$ cat src/rtl/mmio_uart_pkg.sv
// Shared constants for the memory-mapped UART transmitter: register offsets,
// STATUS/CTRL bit positions and the serialiser state encoding.
package mmio_uart_pkg;

  localparam int unsigned BYTE_W = 8;

  // Register offsets, decoded from dAddr[3:2]
  localparam logic [1:0] OFF_TXDATA = 2'd0;
  localparam logic [1:0] OFF_STATUS = 2'd1;
  localparam logic [1:0] OFF_CTRL   = 2'd2;
  localparam logic [1:0] OFF_RSVD   = 2'd3;

  // STATUS bit positions
  localparam int unsigned ST_FULL    = 0;
  localparam int unsigned ST_EMPTY   = 1;
  localparam int unsigned ST_BUSY    = 2;
  localparam int unsigned ST_OVF     = 3;
  localparam int unsigned ST_CNT_LSB = 8;

  // CTRL bit positions
  localparam int unsigned CTRL_EN     = 0;
  localparam int unsigned CTRL_IRQ_EN = 1;

  typedef enum logic [1:0] {
    S_IDLE,
    S_START,
    S_DATA,
    S_STOP
  } tx_state_t;

endpackage

$ cat src/rtl/uart_tx_fifo.sv
// Synchronous byte FIFO feeding the UART serialiser. Pushes while full and
// pops while empty are ignored; pointers wrap modulo the (power-of-2) depth.
module uart_tx_fifo
  import mmio_uart_pkg::*;
#(
  parameter int unsigned FIFO_DEPTH = 8
) (
  input  logic                        clk,
  input  logic                        reset,
  input  logic                        push,
  input  logic                        pop,
  input  logic [BYTE_W-1:0]           din,
  output logic [BYTE_W-1:0]           dout,
  output logic                        full,
  output logic                        empty,
  output logic [$clog2(FIFO_DEPTH):0] count
);

  localparam int unsigned AW = $clog2(FIFO_DEPTH);

  logic [BYTE_W-1:0] mem [FIFO_DEPTH];
  logic [AW-1:0]     wr_ptr;
  logic [AW-1:0]     rd_ptr;
  logic              do_push;
  logic              do_pop;

  assign full    = (count == (AW+1)'(FIFO_DEPTH));
  assign empty   = (count == '0);
  assign do_push = push & ~full;
  assign do_pop  = pop & ~empty;
  assign dout    = mem[rd_ptr];

  // Pointer and occupancy bookkeeping
  always_ff @(posedge clk or negedge reset) begin
    if (!reset) begin
      wr_ptr <= '0;
      rd_ptr <= '0;
      count  <= '0;
    end else begin
      if (do_push) wr_ptr <= wr_ptr + 1'b1;
      if (do_pop)  rd_ptr <= rd_ptr + 1'b1;
      case ({do_push, do_pop})
        2'b10:   count <= count + 1'b1;
        2'b01:   count <= count - 1'b1;
        default: count <= count;
      endcase
    end
  end

  // Storage array; contents are don't-care until written
  always_ff @(posedge clk) begin
    if (do_push) mem[wr_ptr] <= din;
  end

endmodule

$ cat src/rtl/mmio_uart_tx.sv
// Memory-mapped transmit-only UART. Decodes a 16-byte window on the CPU data
// bus, gates DRAM writes for that window, buffers bytes in a FIFO and sends
// them as 8N1 frames on txd.
module mmio_uart_tx
  import mmio_uart_pkg::*;
#(
  parameter logic [31:0] BASE_ADDR    = 32'hFFFF_0000,
  parameter int unsigned CLKS_PER_BIT = 16,
  parameter int unsigned FIFO_DEPTH   = 8
) (
  input  logic        clk,
  input  logic        reset,
  input  logic [31:0] dAddr,
  input  logic [31:0] dataOut,
  input  logic        DRAMwe,
  output logic        sel,
  output logic        dram_we,
  output logic [31:0] rdata,
  output logic        txd,
  output logic        irq
);

  localparam int unsigned CW = $clog2(FIFO_DEPTH) + 1;
  localparam int unsigned TW = $clog2(CLKS_PER_BIT);

  logic [1:0]        offset;
  logic              wr_en;
  logic              push;
  logic              pop;
  logic [BYTE_W-1:0] fifo_dout;
  logic              full;
  logic              empty;
  logic [CW-1:0]     count;

  logic              ovf;
  logic              en;
  logic              irq_en;

  tx_state_t         state;
  logic [TW-1:0]     timer;
  logic              tc;
  logic [2:0]        bit_idx;
  logic [BYTE_W-1:0] shreg;
  logic              txd_q;
  logic              busy;

  logic              unused_bits;
  assign unused_bits = ^{dataOut[31:8], dAddr[1:0]};

  assign sel     = (dAddr[31:4] == BASE_ADDR[31:4]);
  assign dram_we = DRAMwe & ~sel;
  assign wr_en   = sel & DRAMwe;
  assign offset  = dAddr[3:2];

  assign push = wr_en && (offset == OFF_TXDATA);
  assign pop  = (state == S_IDLE) && en && !empty;
  assign busy = (state != S_IDLE);
  assign tc   = (timer == TW'(CLKS_PER_BIT - 1));
  assign txd  = txd_q;
  assign irq  = irq_en & empty & ~busy;

  uart_tx_fifo #(
    .FIFO_DEPTH(FIFO_DEPTH)
  ) u_fifo (
    .clk  (clk),
    .reset(reset),
    .push (push),
    .pop  (pop),
    .din  (dataOut[BYTE_W-1:0]),
    .dout (fifo_dout),
    .full (full),
    .empty(empty),
    .count(count)
  );

  // Control/status registers; overflow is judged on the pre-edge full flag
  always_ff @(posedge clk or negedge reset) begin
    if (!reset) begin
      ovf    <= 1'b0;
      en     <= 1'b1;
      irq_en <= 1'b0;
    end else begin
      if (push && full)
        ovf <= 1'b1;
      else if (wr_en && offset == OFF_STATUS && dataOut[ST_OVF])
        ovf <= 1'b0;
      if (wr_en && offset == OFF_CTRL) begin
        en     <= dataOut[CTRL_EN];
        irq_en <= dataOut[CTRL_IRQ_EN];
      end
    end
  end

  // Serialiser: IDLE pops a byte, then START, 8 DATA bits LSB first, STOP
  always_ff @(posedge clk or negedge reset) begin
    if (!reset) begin
      state   <= S_IDLE;
      timer   <= '0;
      bit_idx <= '0;
      shreg   <= '0;
      txd_q   <= 1'b1;
    end else begin
      if (state == S_IDLE) timer <= '0;
      else                 timer <= tc ? '0 : timer + 1'b1;
      case (state)
        S_IDLE: begin
          if (pop) begin
            shreg <= fifo_dout;
            txd_q <= 1'b0;
            state <= S_START;
          end
        end
        S_START: begin
          if (tc) begin
            txd_q   <= shreg[0];
            shreg   <= {1'b0, shreg[BYTE_W-1:1]};
            bit_idx <= '0;
            state   <= S_DATA;
          end
        end
        S_DATA: begin
          if (tc) begin
            if (bit_idx == 3'd7) begin
              txd_q <= 1'b1;
              state <= S_STOP;
            end else begin
              txd_q   <= shreg[0];
              shreg   <= {1'b0, shreg[BYTE_W-1:1]};
              bit_idx <= bit_idx + 1'b1;
            end
          end
        end
        S_STOP: begin
          if (tc) state <= S_IDLE;
        end
        default: state <= S_IDLE;
      endcase
    end
  end

  // Register read mux; zero outside the window and for TXDATA/reserved
  always_comb begin
    rdata = '0;
    if (sel) begin
      case (offset)
        OFF_STATUS: begin
          rdata[ST_FULL]              = full;
          rdata[ST_EMPTY]             = empty;
          rdata[ST_BUSY]              = busy;
          rdata[ST_OVF]               = ovf;
          rdata[ST_CNT_LSB +: BYTE_W] = BYTE_W'(count);
        end
        OFF_CTRL: begin
          rdata[CTRL_EN]     = en;
          rdata[CTRL_IRQ_EN] = irq_en;
        end
        default: rdata = '0;
      endcase
    end
  end

endmodule

$ cat config.mk
export PLATFORM = sky130hd
export DESIGN_NAME = mmio_uart_tx
export DESIGN_NICKNAME = d
export VERILOG_FILES = /design/src/rtl/mmio_uart_pkg.sv /design/src/rtl/uart_tx_fifo.sv /design/src/rtl/mmio_uart_tx.sv
export SDC_FILE = /design/constraint.sdc
export NUM_CORES = 1
export LEC_CHECK = 0
export CAP_MARGIN = 25
export CORE_UTILIZATION = 50
export DETAILED_ROUTE_END_ITERATION = 10
export GPL_TIMING_DRIVEN = 1
export PLACE_DENSITY = 0.79
export SYNTH_ARGS = -nofsm -noshare
export SYNTH_HDL_FRONTEND = slang
export SYNTH_HIERARCHICAL = 1
export SYNTH_SLANG_ARGS = --single-unit
$ cat constraint.sdc
create_clock -name clk -period 3.35 [get_ports clk]
set_input_delay 0.8375 -clock clk [delete_from_list [all_inputs] [get_ports clk]]
set_output_delay 0.8375 -clock clk [all_outputs]
set_load 0.05 [all_outputs]
Word-level counts from Yosys, hierarchy flattened --
Memory sizes are Yosys's and may differ from the RTL's. Index checks and enable logic that the tools add are counted.
Storage, ports and cells: flip-flop bits (word level) 31, latch bits 0, memory bits (writable) 64, memory bits (read-only) 0, input port bits 67, logic and storage cells 96, memories 1
Operators by class: add/subtract/negate cells 6, $mul 0, divide/modulo/power cells 0, order comparisons 0, equality and inequality tests 17, shift operators 0, multiplexer cells 31, bitwise gates (word level) 10, reduce and logical (&&, ||, !) cells 20
Memory list:
- u_fifo.mem | depth 8, width 8, rd ports 1, clocked after Yosys merged registers in 0, write ports 1, line uart_tx_fifo.sv:21 | logic [BYTE_W-1:0] mem [FIFO_DEPTH];
Operator list (number):
- 2-to-1 mux 8 bit | 4
- == test 28 bit (second input constant) | 1
- case mux 8 bit (3 select lines) | 1
- 2-to-1 mux 12 bit | 1
- 2-to-1 mux 2 bit | 6
- 2-to-1 mux 4 bit | 3
- != test 2 bit (second input constant) | 5
- AND reduction 5 bit | 2
- adder 3 x 1 -> 3 bit (second input constant) | 3
- 2-to-1 mux 3 bit | 3
- adder 4 x 1 -> 4 bit (second input constant) | 2
- == test 2 bit (second input constant) | 4
- == test 4 bit (second input constant) | 2
- 2-to-1 mux 1 bit | 8
- case mux 2 bit (4 select lines) | 1
- case mux 4 bit (2 select lines) | 1
- AND reduction 4 bit | 2
- nonzero test 2 bit | 4
- logical AND 1 bit | 7
- AND 1 bit | 6
- == test 2 x 1 -> 1 bit (second input constant) | 3
- case mux 3 bit (2 select lines) | 1
- logical NOT 2 bit | 2
- logical NOT 4 bit | 1
- other kinds (8) | 11

Logic depth before layout (Yosys ltp) --
Gate-level depths: netlist of the first run.
word-level depth 6, gate-level depth with buffers 12, gate-level depth less buffers 11

Cells and area by module --
The synthesis of the first run kept the hierarchy.
By module, submodules not included:
- uart_tx_fifo | instances 1, cells each 160, area an instance 3134.3 um^2
- mmio_uart_tx | instances 1, cells each 163, area an instance 1574.0 um^2

Worst setup path after synthesis of the first run --
OpenSTA, ideal clock, no wires.
kind input to register, start input dAddr[13], end register u_fifo.count[3], setup time 134 ps, arrival 3853 ps, data required time 3216 ps, slack -637 ps, stages on the path 11, cell sequence or4b_4 nor4_4 and3_4 buf_6 and3_1 nand2_2 ha_1 ha_1 or4b_2 o311ai_0 o211ai_1
On the way: longest elaborated chain between the ends 6, elaborated cells on any way between the ends 8, classes of those cells eq/ne (3); mux (1); bitwise (2); reduce/logical (2)
RTL lines:
- from (decl) | line mmio_uart_tx.sv:13 | input logic [31:0] dAddr,
- == test 28 bit (*) | line mmio_uart_tx.sv:50 | assign sel = (dAddr[31:4] == BASE_ADDR[31:4]);
- named net sel | line mmio_uart_tx.sv:16 | output logic sel,
- AND 1 bit (*) | line mmio_uart_tx.sv:52 | assign wr_en = sel & DRAMwe;
- logical AND 1 bit (*) | line mmio_uart_tx.sv:55 | assign push = wr_en && (offset == OFF_TXDATA);
- named net push | line mmio_uart_tx.sv:28 | logic push;
- AND 1 bit (*) | line uart_tx_fifo.sv:29 | assign do_push = push & ~full;
- == test 2 x 1 -> 1 bit or == test 2 bit (tied branches) | line uart_tx_fifo.sv:42 | case ({do_push, do_pop})
- case mux 4 bit (2 select lines) or nonzero test 2 bit (tied branches)
- to (signal assigned) | line uart_tx_fifo.sv:43 | 2'b10: count <= count + 1'b1;
- to (signal assigned) | line uart_tx_fifo.sv:44 | 2'b01: count <= count - 1'b1;
- to (signal assigned) | line uart_tx_fifo.sv:45 | default: count <= count;
- to (decl) | line uart_tx_fifo.sv:16 | output logic [$clog2(FIFO_DEPTH):0] count
Mark *: on every way through the listed nets, which the timed path passes. The rest lies on a longest branch. A chain may end at the register's enable or synchronous reset.

Worst setup path in the final report of the first run --
start input dAddr[15], end output dram_we
On the way: longest elaborated chain between the ends 3
RTL lines:
- == test 28 bit | line mmio_uart_tx.sv:50
- NOT 1 bit | line mmio_uart_tx.sv:51 | assign dram_we = DRAMwe & ~sel;
- AND 1 bit | line mmio_uart_tx.sv:51
- to (decl) | line mmio_uart_tx.sv:17 | output logic dram_we,
No other way between the ends.

==> impl_metrics.toml, run 1 <==
[status]
status = "finished, violations left"
violations = "negative setup slack"

[finish]
finalNonFillerCells = 517
area_growth_pct = 23.2
nets = 485
final.fill_count = 666
antenna_cells = 0
postLayoutCellArea_sq_um = 5800
seqCellArea_sq_um = 2700
multi_input_area_sq_um = 1910
layout-drive-gt1-share_pct = 25.6

[power_and_ir_drop]
seqPwrFrac_pct = 59.5
p_leak_nw = 2.26
switching_share_pct = 24.7
p_sw_uw = 526
clkPwrFrac_pct = 33.3
power.density_nw_per_um2 = 366
ir_drop_uv = 302
p_int_mw = 1.60
power_mw = 2.13
combPwrFrac_pct = 7.2

[clocking]
cts-root-buf = "clkbuf_8"
htree_levels = 3
cts_hold_buffers = 0
clkLatencyLatePin_ns = 0.36
cts_buffer_depth = 2
clk_pin_slew_worst_paths_ns = 0.09
cts_tree = "done"
numCtsBuffers = 9
clkSinkCount = 95

[worst_hold_path]
hp-class = "reg -> reg"

[grt]
track_usage_pct = 18.9
grt_antenna_before_repair = 0
grt_pass1_wl_mm = 14.0
grt_pass1_vias = 2818
overflow = 0
grt_max_degree = 32

[sta]
setup_viol = 1
rsz0062_at_grt = "true"
fin_setup_tns_ns = -0.00588
clock-skew-final_ns = 0.00665
min_period_ns = 3.36
fmax_mhz = 298
worst_pin_slew_ns = 0.784
relSlewSlack_pct = 47.7
fin_ws_ns = -0.00588
final_hold_viol_count = 0
finalCritPeriodShare_pct = 100
drv_slew = 0

[floorplanning]
die-area_sq_um = 9810
initial_core_util_pct = 51.2
ios = 103
core_sq_um = 9200
row_count = 35
die_h_um = 99.0
die_width_um = 99.0

[place]
pre_cts_slack_ns = -0.529
place_inst = 494
gp_congestion = 0.757
dp.final_hpwl_mm = 6.04
numPortBuffers = 52
placed_area_sq_um = 5500

[route]
drtIter0Drc = 230
dr.pass1.iters = 4
drc = 0
wire_per_inst_um = 16.9
via_count = 2871
wl_mm = 8.75
drtAntennaViolNets = 0
viasPerCell = 5.55

[critical_path]
worst-endpoint-arrival_ns = 2.52
rrSetupSlack_ns = 0.49
worstPathRequired_ns = 2.51
critPathKind = "in -> out"
startpoint_type = "input pin"
cp-end-kind = "output pin"
worst-path-max-fanout = 6

[yosys]
ys_warn_count = 6
seq_area_frac_synth_pct = 57.3
ys_ff_latch = 95
synth_cells = 323
synth_area_sq_um = 4710
avgSynthCellArea_sq_um = 14.6
synth.distinct_cells = 50

[run]
cap_violations = 0
[timing repair]
action,in CTS,in global routing
setup endpoints to repair,11,11
gates cloned,1,0
pin swaps,5,9
gates resized for setup,26,17
buffers inserted,3,3
[worst max-delay path: stages]
cell	delay [ns]
buf_6	0.09
or4b_4	0.54
nor4_4	0.31
and3_4	0.25
buf_6	0.12
and2b_2	0.22
buf_8	0.15
[layout make-up]
class	instances	area share, %
Clock buffer	9	2.14
Clock inverter	7	1.04
Inverter	12	0.776
Multi-Input combinational cell	203	32.9
Sequential cell	95	46.5
Tap cell	111	2.39
Timing Repair Buffer	80	14.2
[path summary, 6_finish.rpt]
check	to	cells past startpoint	from
max in group asynchronous	en	2	reset
max	dram_we	7	dAddr[15]
max reg2reg	u_fifo/count[3]	10	u_fifo/count[0]
min	timer[0]	1	timer[0]
min in group asynchronous	shreg[6]	2	reset
min reg2reg	timer[0]	1	timer[0]
[synthesized netlist by cell type (all sizes together)]
cell type  instances  area share, %
o211ai             3           0.48
a31oi              8            1.1
and3              15            2.1
mux2              14            3.3
fa                 1           0.43
clkbuf             5           0.40
a21oi             11            1.2
ha                16            4.3
nand2b             3           0.40
xor2               1           0.19
a2111o             1           0.24
a221oi             1           0.56
nand4              3           0.40
nor3b              3           0.48
nand3b             3           0.48
buf               31            5.1
and2b              1           0.19
dfrtp             29             15
o21bai             1           0.16
nor4               2           0.58
o41ai              1           0.35
a22o               4           0.74
nand2             14            1.2
or4b               4            1.0
dfstp              2            1.1
conb               1          0.080
nand4b             2           0.37
mux4              16            8.9
nor2              12           0.96
o21ai              3           0.32
o311ai             1           0.19
nor2b              2           0.27
xnor2              6            1.1
inv               12           0.96
nand3             10            1.1
nor3               3           0.32
edfxtp            64             41
and4               1           0.19
or4                2           0.32
or2                1           0.13
mux2i             10            2.1
[metrics by stage]
| step | utilization (%) | hold WS, ns |
|---|---|---|
| after floorplan | - | 0.464 |
| after global placement | 59.8 | 0.486 |
| after detailed placement | 59.8 | 0.491 |
| after CTS | 62.1 | 0.511 |
| after global routing | 63.1 | 0.539 |
| final | 63.1 | 0.509 |
[power groups by stage]
stage / Combinational [mW] / Sequential, mW / Clock (mW)
2_1_floorplan: 0.107 / 1.29 / 0
3_5_place_dp: 0.157 / 1.29 / 0
5_1_grt: 0.165 / 1.27 / 0.773
6_report: 0.154 / 1.26 / 0.707
4_1_cts: 0.153 / 1.27 / 0.722
3_3_place_gp: 0.152 / 1.29 / 0
[placed cells by master (no fill, tap or decap), types with 12 or more instances in the layout]
| cell type | n |
|---|---|
| dfrtp_1 | 29 |
| buf_4 | 24 |
| mux4_1 | 16 |
| inv_1 | 12 |
| ha_1 | 13 |
| edfxtp_1 | 64 |
| mux2_2 | 14 |
| conb_1 | 24 |
| nand2_1 | 13 |
| clkdlybuf4s50_1 | 30 |
| nor2_1 | 12 |
[kinds of logic (layout without fill, tap and decap cells)]
kind of cell / after synthesis / in the layout / synth area share (%)
compound gates: 34 / 34 / 5.26
xor+xnor: 7 / 7 / 1.30
fa+ha+maj: 17 / 17 / 4.68
buf+inv: 48 / 108 / 6.48
flops: 95 / 95 / 57.3
mux: 40 / 40 / 14.4
other cells: 1 / 24 / 0.0796
simple gates: 81 / 81 / 10.4
[sequential cells by signal, indices dropped and copies added (netlist names)]
signal and flops:
txd 1, u_fifo/rd_ptr 3, u_fifo/count 4, bit_idx 3
irq_en 1, u_fifo/mem 64, en 1, ovf 1
timer 4, u_fifo/wr_ptr 3, shreg 8, state 2
[per-layer routing]
metal	vias up	wire (um)	global-route usage [%]
li1	1348	-	-
met1	1424	3620	23.9
met2	87	4590	33.0
met3	12	411	3.48
met4	0	127	6.20
met5	-	0	0
Note: power is estimated with default switching activity, not from simulation.
==> run 2: changes to the inputs <==
--- a/config.mk
+++ b/config.mk
@@ -6,10 +6,12 @@
 export NUM_CORES = 1
 export LEC_CHECK = 0
 export CAP_MARGIN = 25
-export CORE_UTILIZATION = 50
+export CELL_PAD_IN_SITES_DETAIL_PLACEMENT = 1
+export CELL_PAD_IN_SITES_GLOBAL_PLACEMENT = 1
+export CORE_UTILIZATION = 41
 export DETAILED_ROUTE_END_ITERATION = 10
 export GPL_TIMING_DRIVEN = 1
-export PLACE_DENSITY = 0.79
+export PLACE_DENSITY_LB_ADDON = 0.1
 export SYNTH_ARGS = -nofsm -noshare
 export SYNTH_HDL_FRONTEND = slang
 export SYNTH_HIERARCHICAL = 1
==> run 2 against run 1 <==
  * The flow now finishes without violations
  * Sequential cell count unchanged
  * Hold slack worse by 0.0013 ns
  * Maximum frequency increased by 0.82%
  * Register-to-register slack worse by 0.11 ns
  * Critical path type unchanged
==> impl_metrics.toml, run 2 (synthesized netlist as in run 1, its figures left out) <==
[status]
status = "finished, final reports clean"

[critical_path]
crit_chain = "buf_6, or4b_4, nor4_4, and3_4, buf_6, and2b_2, buf_8"
critPathTopFamily = "simple AND/OR/NAND/NOR gates"
regToRegEndpoint = "u_fifo/count[3]"
reg2reg_from = "u_fifo/count[3]"
worstPathRequired_ns = 2.51
critPathKind = "in -> out"
rr_worst_depth = 10
crit_start = "dAddr[13]"
cp_slowest_cell = "or4b_4"
worst-endpoint-arrival_ns = 2.49
crit_cells = 7
cp_common_cell = "buf_6"
critical_path.endpoint = "dram_we"
cp-end-kind = "output pin"
crit_buf_inv = 3
rrSetupSlack_ns = 0.38
crit_path_max_incr_delay_ns = 0.54
worst-path-max-fanout = 6
startpoint_type = "input pin"

[worst_hold_path]
hp-class = "reg -> reg"
hold_depth = 2

[power_and_ir_drop]
ir_drop_uv = 413
switching_share_pct = 22.1
combPwrFrac_pct = 6.2
p_leak_nw = 2.35
p_sw_uw = 546
p_int_mw = 1.92
power.density_nw_per_um2 = 415
clkPwrFrac_pct = 42.6
seqPwrFrac_pct = 51.3

[run]
cap_violations = 0

[clocking]
cts_buffer_depth = 2
cts_tree = "done"
numCtsBuffers = 9
cts-root-buf = "clkbuf_16"
clkLatencyLatePin_ns = 0.34
clkSinkCount = 95
clk_pin_slew_worst_paths_ns = 0.06
htree_levels = 3

[grt]
grt_use_met1_pct = 23.6
busiest_layer = "met2"
gr-usage-met3_pct = 3.89
grt_max_degree = 32
grtUsageMet2_pct = 28.7
grt_antenna_before_repair = 0
grt_pass1_vias = 3030
overflow = 0
track_usage_pct = 17.7
grt_pass1_wl_mm = 15.5

[route]
wl_mm = 9.56
wire_per_inst_um = 17.4
drc = 0
via_count = 2898
dr.pass1.iters = 4
drtAntennaViolNets = 0
viasPerCell = 5.29
drtIter0Drc = 126

[finish]
layout_common_cells = "edfxtp_1 (64), dfrtp_1 (29), buf_4 (29)"
largest-register = "u_fifo/mem"
layout-drive-gt1-share_pct = 25.2
top_regs = "u_fifo/mem: 64 flops, shreg: 8 flops"
seqCellArea_sq_um = 2700
antenna_cells = 0
final.fill_count = 1080
nets = 487
final_common_cell = "edfxtp_1"
multi_input_area_sq_um = 1880
area_growth_pct = 26.2
postLayoutCellArea_sq_um = 5940
largest_reg_flops = 64

[place]
placed_area_sq_um = 5570
numPortBuffers = 52
gp_congestion = 0.708
dp.final_hpwl_mm = 6.78

[floorplanning]
die_width_um = 109
die_h_um = 109
die-area_sq_um = 11900
row_count = 38
initial_core_util_pct = 42.7
ios = 103
core_sq_um = 11000

[sta]
fmax_mhz = 300
relSlewSlack_pct = 50.6
rsz0062_at_grt = "true"
finalCritPeriodShare_pct = 99.4
final_hold_viol_count = 0
worst_pin_slew_ns = 0.741
fin_setup_tns_ns = 0
drv_slew = 0
min_period_ns = 3.33
setup_viol = 0
clock-skew-final_ns = 0.00639
[run 2: changes by cell type in the layout (fill, tap and decap cells not counted), sizes merged, moves of 2 or more]
| cell | previous run | this run |
|---|---|---|
| clkdlybuf4s50 | 30 | 26 |
| dlymetal6s2s | 0 | 4 |
| clkbuf | 10 | 12 |
| inv | 17 | 15 |
| buf | 41 | 43 |
[run 2: cell type report]
cell class                      instances  area share, %
Inverter                               12          0.758
Multi-Input combinational cell        203           31.6
Tap cell                              140           2.95
Sequential cell                        95           45.4
Timing Repair Buffer                   82           14.1
Clock inverter                          5           1.07
Clock buffer                           11           4.09
[run 2: worst min-delay path by stage]
stage	endpoint	slack, ns	start
floorplan	timer[0]	0.46	timer[0]
global placement	shreg[7]	0.49	shreg[7]
CTS	txd	0.51	shreg[0]
finish	txd	0.51	shreg[0]
detailed placement	shreg[7]	0.50	shreg[7]
global route	u_fifo/wr_ptr[0]	0.54	u_fifo/wr_ptr[0]
[run 2: metal layers]
| layer | wire, um | vias to the layer above |
|---|---|---|
| li1 | - | 1348 |
| met1 | 4400 | 1472 |
| met2 | 4700 | 67 |
| met3 | 348 | 11 |
| met4 | 114 | 0 |
| met5 | 0 | - |
[run 2: power by group through the flow]
stage	registers, mW	clock network [mW]	logic [mW]
finish	1.27	1.05	0.152
global route	1.27	1.11	0.166
CTS	1.27	1.09	0.154
detailed placement	1.29	0	0.157
global placement	1.29	0	0.153
floorplan	1.29	0	0.107
[run 2: timing repair]
item | CTS | global route
pin swaps | 5 | 7
hold buffers | 0 | 0
endpoints found under the setup margin | 11 | 10
resized for setup | 30 | 11
buffers inserted | 3 | 0
gates cloned | 1 | 0
[run 2: per-stage QoR]
step	utilization, %	hold WS (ns)	instances	worst slack (ns)	total power, mW
5_1_grt	53.9	0.538	548	-0.0139	2.55
2_1_floorplan	-	0.464	346	-0.253	1.40
3_5_place_dp	50.5	0.499	528	-0.516	1.45
4_1_cts	53.6	0.513	548	0.000104	2.51
6_report	53.9	0.508	548	0.0215	2.47
3_3_place_gp	50.5	0.490	528	-0.495	1.44
[run 2: worst min-delay path: stages (launching register included)]
cell and delay, ns:
dfrtp_1 0.37, nand2_1 0.06, a31oi_1 0.07
==> run 3: changes to the inputs <==
--- a/config.mk
+++ b/config.mk
@@ -8,9 +8,9 @@
 export CAP_MARGIN = 25
 export CELL_PAD_IN_SITES_DETAIL_PLACEMENT = 1
 export CELL_PAD_IN_SITES_GLOBAL_PLACEMENT = 1
+export CORE_ASPECT_RATIO = 0.5
 export CORE_UTILIZATION = 41
 export DETAILED_ROUTE_END_ITERATION = 10
-export GPL_TIMING_DRIVEN = 1
 export PLACE_DENSITY_LB_ADDON = 0.1
 export SYNTH_ARGS = -nofsm -noshare
 export SYNTH_HDL_FRONTEND = slang
==> run 3 against run 2 <==
  * Clock power is 6% lower
  * Non-clock buffer count is 1 lower
  * Setup slack worse by 0.0046 ns
  * Critical endpoint unchanged
  * Combinational power hardly changed
  * Cell area is 0.95% lower
  * Maximum frequency is 0.14% lower
  * Sequential power hardly changed
==> impl_metrics.toml, run 3 (synthesized netlist as in run 1, its figures left out) <==
[sta]
finalCritPeriodShare_pct = 99.5
rsz0062_at_grt = "true"
min_period_ns = 3.33
final_hold_viol_count = 0
relSlewSlack_pct = 50.9
worst_pin_slew_ns = 0.737
clock-skew-final_ns = 0.00757
fmax_mhz = 300
fin_setup_tns_ns = 0
whs_ns = 0.501
setup_viol = 0
drv_slew = 0

[floorplanning]
initial_core_util_pct = 42.5
core_sq_um = 11100
die_width_um = 154
row_count = 27
ios = 103
die_h_um = 77.8
die-area_sq_um = 11900

[grt]
grt_pass1_vias = 3112
grt_pass1_wl_mm = 16.3
overflow = 0
track_usage_pct = 18.2
grt_max_degree = 32
grt_antenna_before_repair = 0

[clocking]
cts_hold_buffers = 0
clkSinkCount = 95
clkLatencyLatePin_ns = 0.34
cts_buffer_depth = 2
htree_levels = 3
clk_pin_slew_worst_paths_ns = 0.07
numCtsBuffers = 9
cts_tree = "done"
cts-root-buf = "clkbuf_16"

[status]
status = "finished, final reports clean"

[place]
dp.final_hpwl_mm = 7.21
place_inst = 529
numPortBuffers = 52
gp_congestion = 0.708

[finish]
area_growth_pct = 25.0
layout_common_cells = "edfxtp_1 (64), dfrtp_1 (29), clkdlybuf4s50_1 (29)"
seqCellArea_sq_um = 2700
final.fill_count = 1089
largest_reg_flops = 64
largest-register = "u_fifo/mem"
layout-drive-gt1-share_pct = 25.8
nets = 486
finalNonFillerCells = 552
top_regs = "u_fifo/mem: 64 flops, shreg: 8 flops"
multi_input_area_sq_um = 1870
final_common_cell = "edfxtp_1"
antenna_cells = 0

[route]
drtIter0Drc = 117
drc = 0
wl_mm = 10.0
drtAntennaViolNets = 0
wire_per_inst_um = 18.2
viasPerCell = 5.24
dr.pass1.iters = 4
via_count = 2894

[power_and_ir_drop]
ir_drop_uv = 282
p_leak_nw = 2.31
power.density_nw_per_um2 = 410
power_mw = 2.41

[run]
cap_violations = 0

[critical_path]
cp-end-kind = "output pin"
worst-endpoint-arrival_ns = 2.50
critPathKind = "in -> out"
worstPathRequired_ns = 2.51
worst-path-max-fanout = 6
startpoint_type = "input pin"

[worst_hold_path]
hp-class = "reg -> reg"
-- run 3: area by class of cell --
class,instances,area share [%]
clock buffers,9,3.83
clock inverters,7,1.08
inverters,12,0.765
multi-input cells,203,31.7
flip-flops and latches,95,45.9
well taps,145,3.08
repair buffers,81,13.7
-- run 3: power by group --
| group | switching, mW | internal [mW] |
|---|---|---|
| clock | 0.470 | 0.520 |
| combinational | 0.102 | 0.0527 |
| sequential | 0.00426 | 1.26 |
| total | 0.576 | 1.83 |
-- run 3: critical path, stage by stage --
cell	delay, ns
clkbuf_2	0.08
or4_4	0.54
nor4_4	0.31
and3_4	0.24
buf_6	0.11
and2b_2	0.22
buf_8	0.15
-- run 3: metrics by stage --
stage	cell area, sq um	utilization (%)	setup slack [ns]
finish	5890	53.1	0.0169
global route	5890	53.1	-0.0318
CTS	5880	53.1	-0.00886
detailed placement	5550	50.1	-0.558
global placement	5550	50.1	-0.488
floorplan	4860	-	-0.253
-- run 3: per-layer routing --
layer | part of all wire [%] | track usage, % | up-vias
met5 | 0 | 0 | -
met4 | 1.1 | 5.10 | 0
met1 | 45 | 22.3 | 1444
met2 | 48 | 31.7 | 86
li1 | - | - | 1355
met3 | 5.6 | 5.03 | 9
-- run 3: what timing repair did --
action	in CTS	in global routing
pin swaps	5	5
setup buffers	4	2
setup endpoints to repair	11	11
gates cloned	1	0
gates resized for setup	34	7
-- run 3: worst paths after layout --
path / startpoint / slack, ns / endpoint / cells past startpoint
worst max-delay path: dAddr[6] / 0.02 / dram_we / 7
worst min-delay path: timer[0] / 0.50 / timer[0] / 1
worst max register to register: state[0] / 0.52 / u_fifo/count[3] / 11
worst min register to register: timer[0] / 0.50 / timer[0] / 1
max in group asynchronous: reset / 2.10 / en / 2
min in group asynchronous: reset / 0.90 / bit_idx[2] / 2
==> patch, RTL diff (settings of run 3) <==
One comparison of `count` changes from == to >=.
--- a/src/rtl/uart_tx_fifo.sv
+++ b/src/rtl/uart_tx_fifo.sv
@@ -24,7 +24,7 @@
   logic              do_push;
   logic              do_pop;
 
-  assign full    = (count == (AW+1)'(FIFO_DEPTH));
+  assign full    = (count >= (AW+1)'(FIFO_DEPTH));
   assign empty   = (count == '0);
   assign do_push = push & ~full;
   assign do_pop  = pop & ~empty;
Function: same outputs for any inputs over 10 cycles, from zero or initial values and one cycle with reset low; that may be too few to reach the edited logic, so the function may still have changed.
==> patch against run 3 <==
  * Power barely moved
  * Count of clock-buffer cells in the layout did not move
  * Design area decreased by 0.15%
  * Wire length rose by 5.5%
  * Setup slack better by 0.013 ns
  * Hold slack improved by 0.0043 ns
  * Area after synthesis decreased by 0.45%
  * Sequential cell count unchanged
  * Critical path type unchanged
  * Highest routed layer unchanged
==> patch: results (changes against run 3) <==
.. list-table::
   :header-rows: 1

   * - Metric
     - Value
   * - 1st-iter DRT viols
     - 109 (was 117)
   * - Pleak
     - 2.30 nW (was 2.31 nW)
   * - Worst setup slack for register-to-register paths
     - 0.36 ns (was 0.52 ns)
   * - Clock tree skew after final layout
     - 0.00461 ns (was 0.00757 ns)
   * - Count of final max-slew check failures
     - 0 (unchanged)
   * - Global-route met1 utilization
     - 23.0% (was 22.3%)
   * - Met3 GRT Util
     - 5.36% (was 5.03%)
   * - VDD IR-drop max
     - 0.302 mV (was 0.282 mV)
   * - Total placed cells including tap cells
     - 530 (was 529)
   * - Via count of the routed design
     - 2896 (was 2894)
   * - Post-Route Hold Slack
     - 0.505 ns (was 0.501 ns)
   * - M2 GR Usage
     - 33.1% (was 31.7%)
   * - Total cell area at the placement stage
     - 5540 µm² (was 5550 µm²)
   * - Wire length the detailed router placed on met1
     - 4470 µm (was 4510 µm)
   * - Final net count
     - 484 (was 486)
   * - Run status
     - finished, final reports clean (unchanged)
   * - Wirelength, routed
     - 10600 µm (was 10000 µm)
   * - Gp weighted congestion
     - 0.704 (was 0.708)
   * - Clk buf depth
     - 2 (unchanged)
   * - Proportion of total power due to net switching
     - 24.0% (was 23.9%)
   * - Sum of met3 wire segment lengths after detailed routing
     - 670 µm (was 561 µm)
   * - Synth cell types
     - 49 (was 50)
   * - Wire length of the first global-routing pass
     - 16600 µm (was 16300 µm)
   * - Total global-route track usage
     - 18.9% (was 18.2%)
   * - Place WS
     - -0.643 ns (was -0.558 ns)
   * - Share of the yosys chip area belonging to registers
     - 57.6% (was 57.3%)
   * - Met2 wire len
     - 5320 µm (was 4840 µm)
   * - Number of levels the H-tree was split into
     - 3 (unchanged)
   * - Fraction of layout cells with a size suffix above 1
     - 26.9% (was 25.8%)
   * - Vias in the first global route
     - 3053 (was 3112)
   * - Antenna violations before repair
     - 0 (unchanged)
   * - Share of the synthesized area in the top cell type
     - 41.0% (was 40.8%)
   * - Worst-margin pin slew
     - 0.753 ns (was 0.737 ns)
   * - Total power draw
     - 2.41 mW (about the same)
-- patch: area by class of cell --
| type | instances | area, µm² |
|---|---|---|
| Multi-Input combinational cell | 202 | 1880 |
| Clock inverter | 7 | 61.3 |
| Sequential cell | 95 | 2700 |
| Fill cell | 1085 | 5170 |
| Tap cell | 145 | 181 |
| Inverter | 12 | 45.0 |
| Clock buffer | 9 | 225 |
| Timing Repair Buffer | 80 | 785 |
-- patch: what timing repair did --
item                                    CTS  global route
hold buffers                              0             0
gates resized for setup                  38            16
setup buffers                             2             1
gates cloned                              1             0
pin swaps                                 6             8
endpoints found under the setup margin   11            10
-- patch: logic make-up (layout without fill, tap and decap cells) --
logic type | Yosys count | in the layout | synth area share [%]
AOI/OAI and AO/OA | 34 | 34 | 5.13
xor gates and xnor gates | 7 | 7 | 1.31
adders and majority gates | 17 | 17 | 4.70
buffers and inverters | 49 | 108 | 6.59
DFF | 95 | 95 | 57.6
muxes | 40 | 40 | 14.5
other | 1 | 24 | 0.0800
and+or+nand+nor | 80 | 80 | 10.1
-- patch: worst max-delay path by stage --
stage	startpoint	endpoint	slack, ns	cells past startpoint
global placement	dAddr[11]	u_fifo/count[3]	-0.63	12
detailed placement	dAddr[11]	u_fifo/count[3]	-0.64	12
floorplan	dAddr[11]	u_fifo/count[3]	-0.39	12
finish	dAddr[9]	dram_we	0.03	7
global route	dAddr[9]	u_fifo/count[3]	-0.02	13
CTS	dAddr[15]	dram_we	-0.02	7
-- patch: critical path, cell delays in order --
cell                       delay, ns
sky130_fd_sc_hd__clkbuf_2       0.08
sky130_fd_sc_hd__or4_4          0.54
sky130_fd_sc_hd__nor4_4         0.30
sky130_fd_sc_hd__and3_4         0.24
sky130_fd_sc_hd__buf_6          0.11
sky130_fd_sc_hd__and2b_2        0.22
sky130_fd_sc_hd__buf_8          0.15
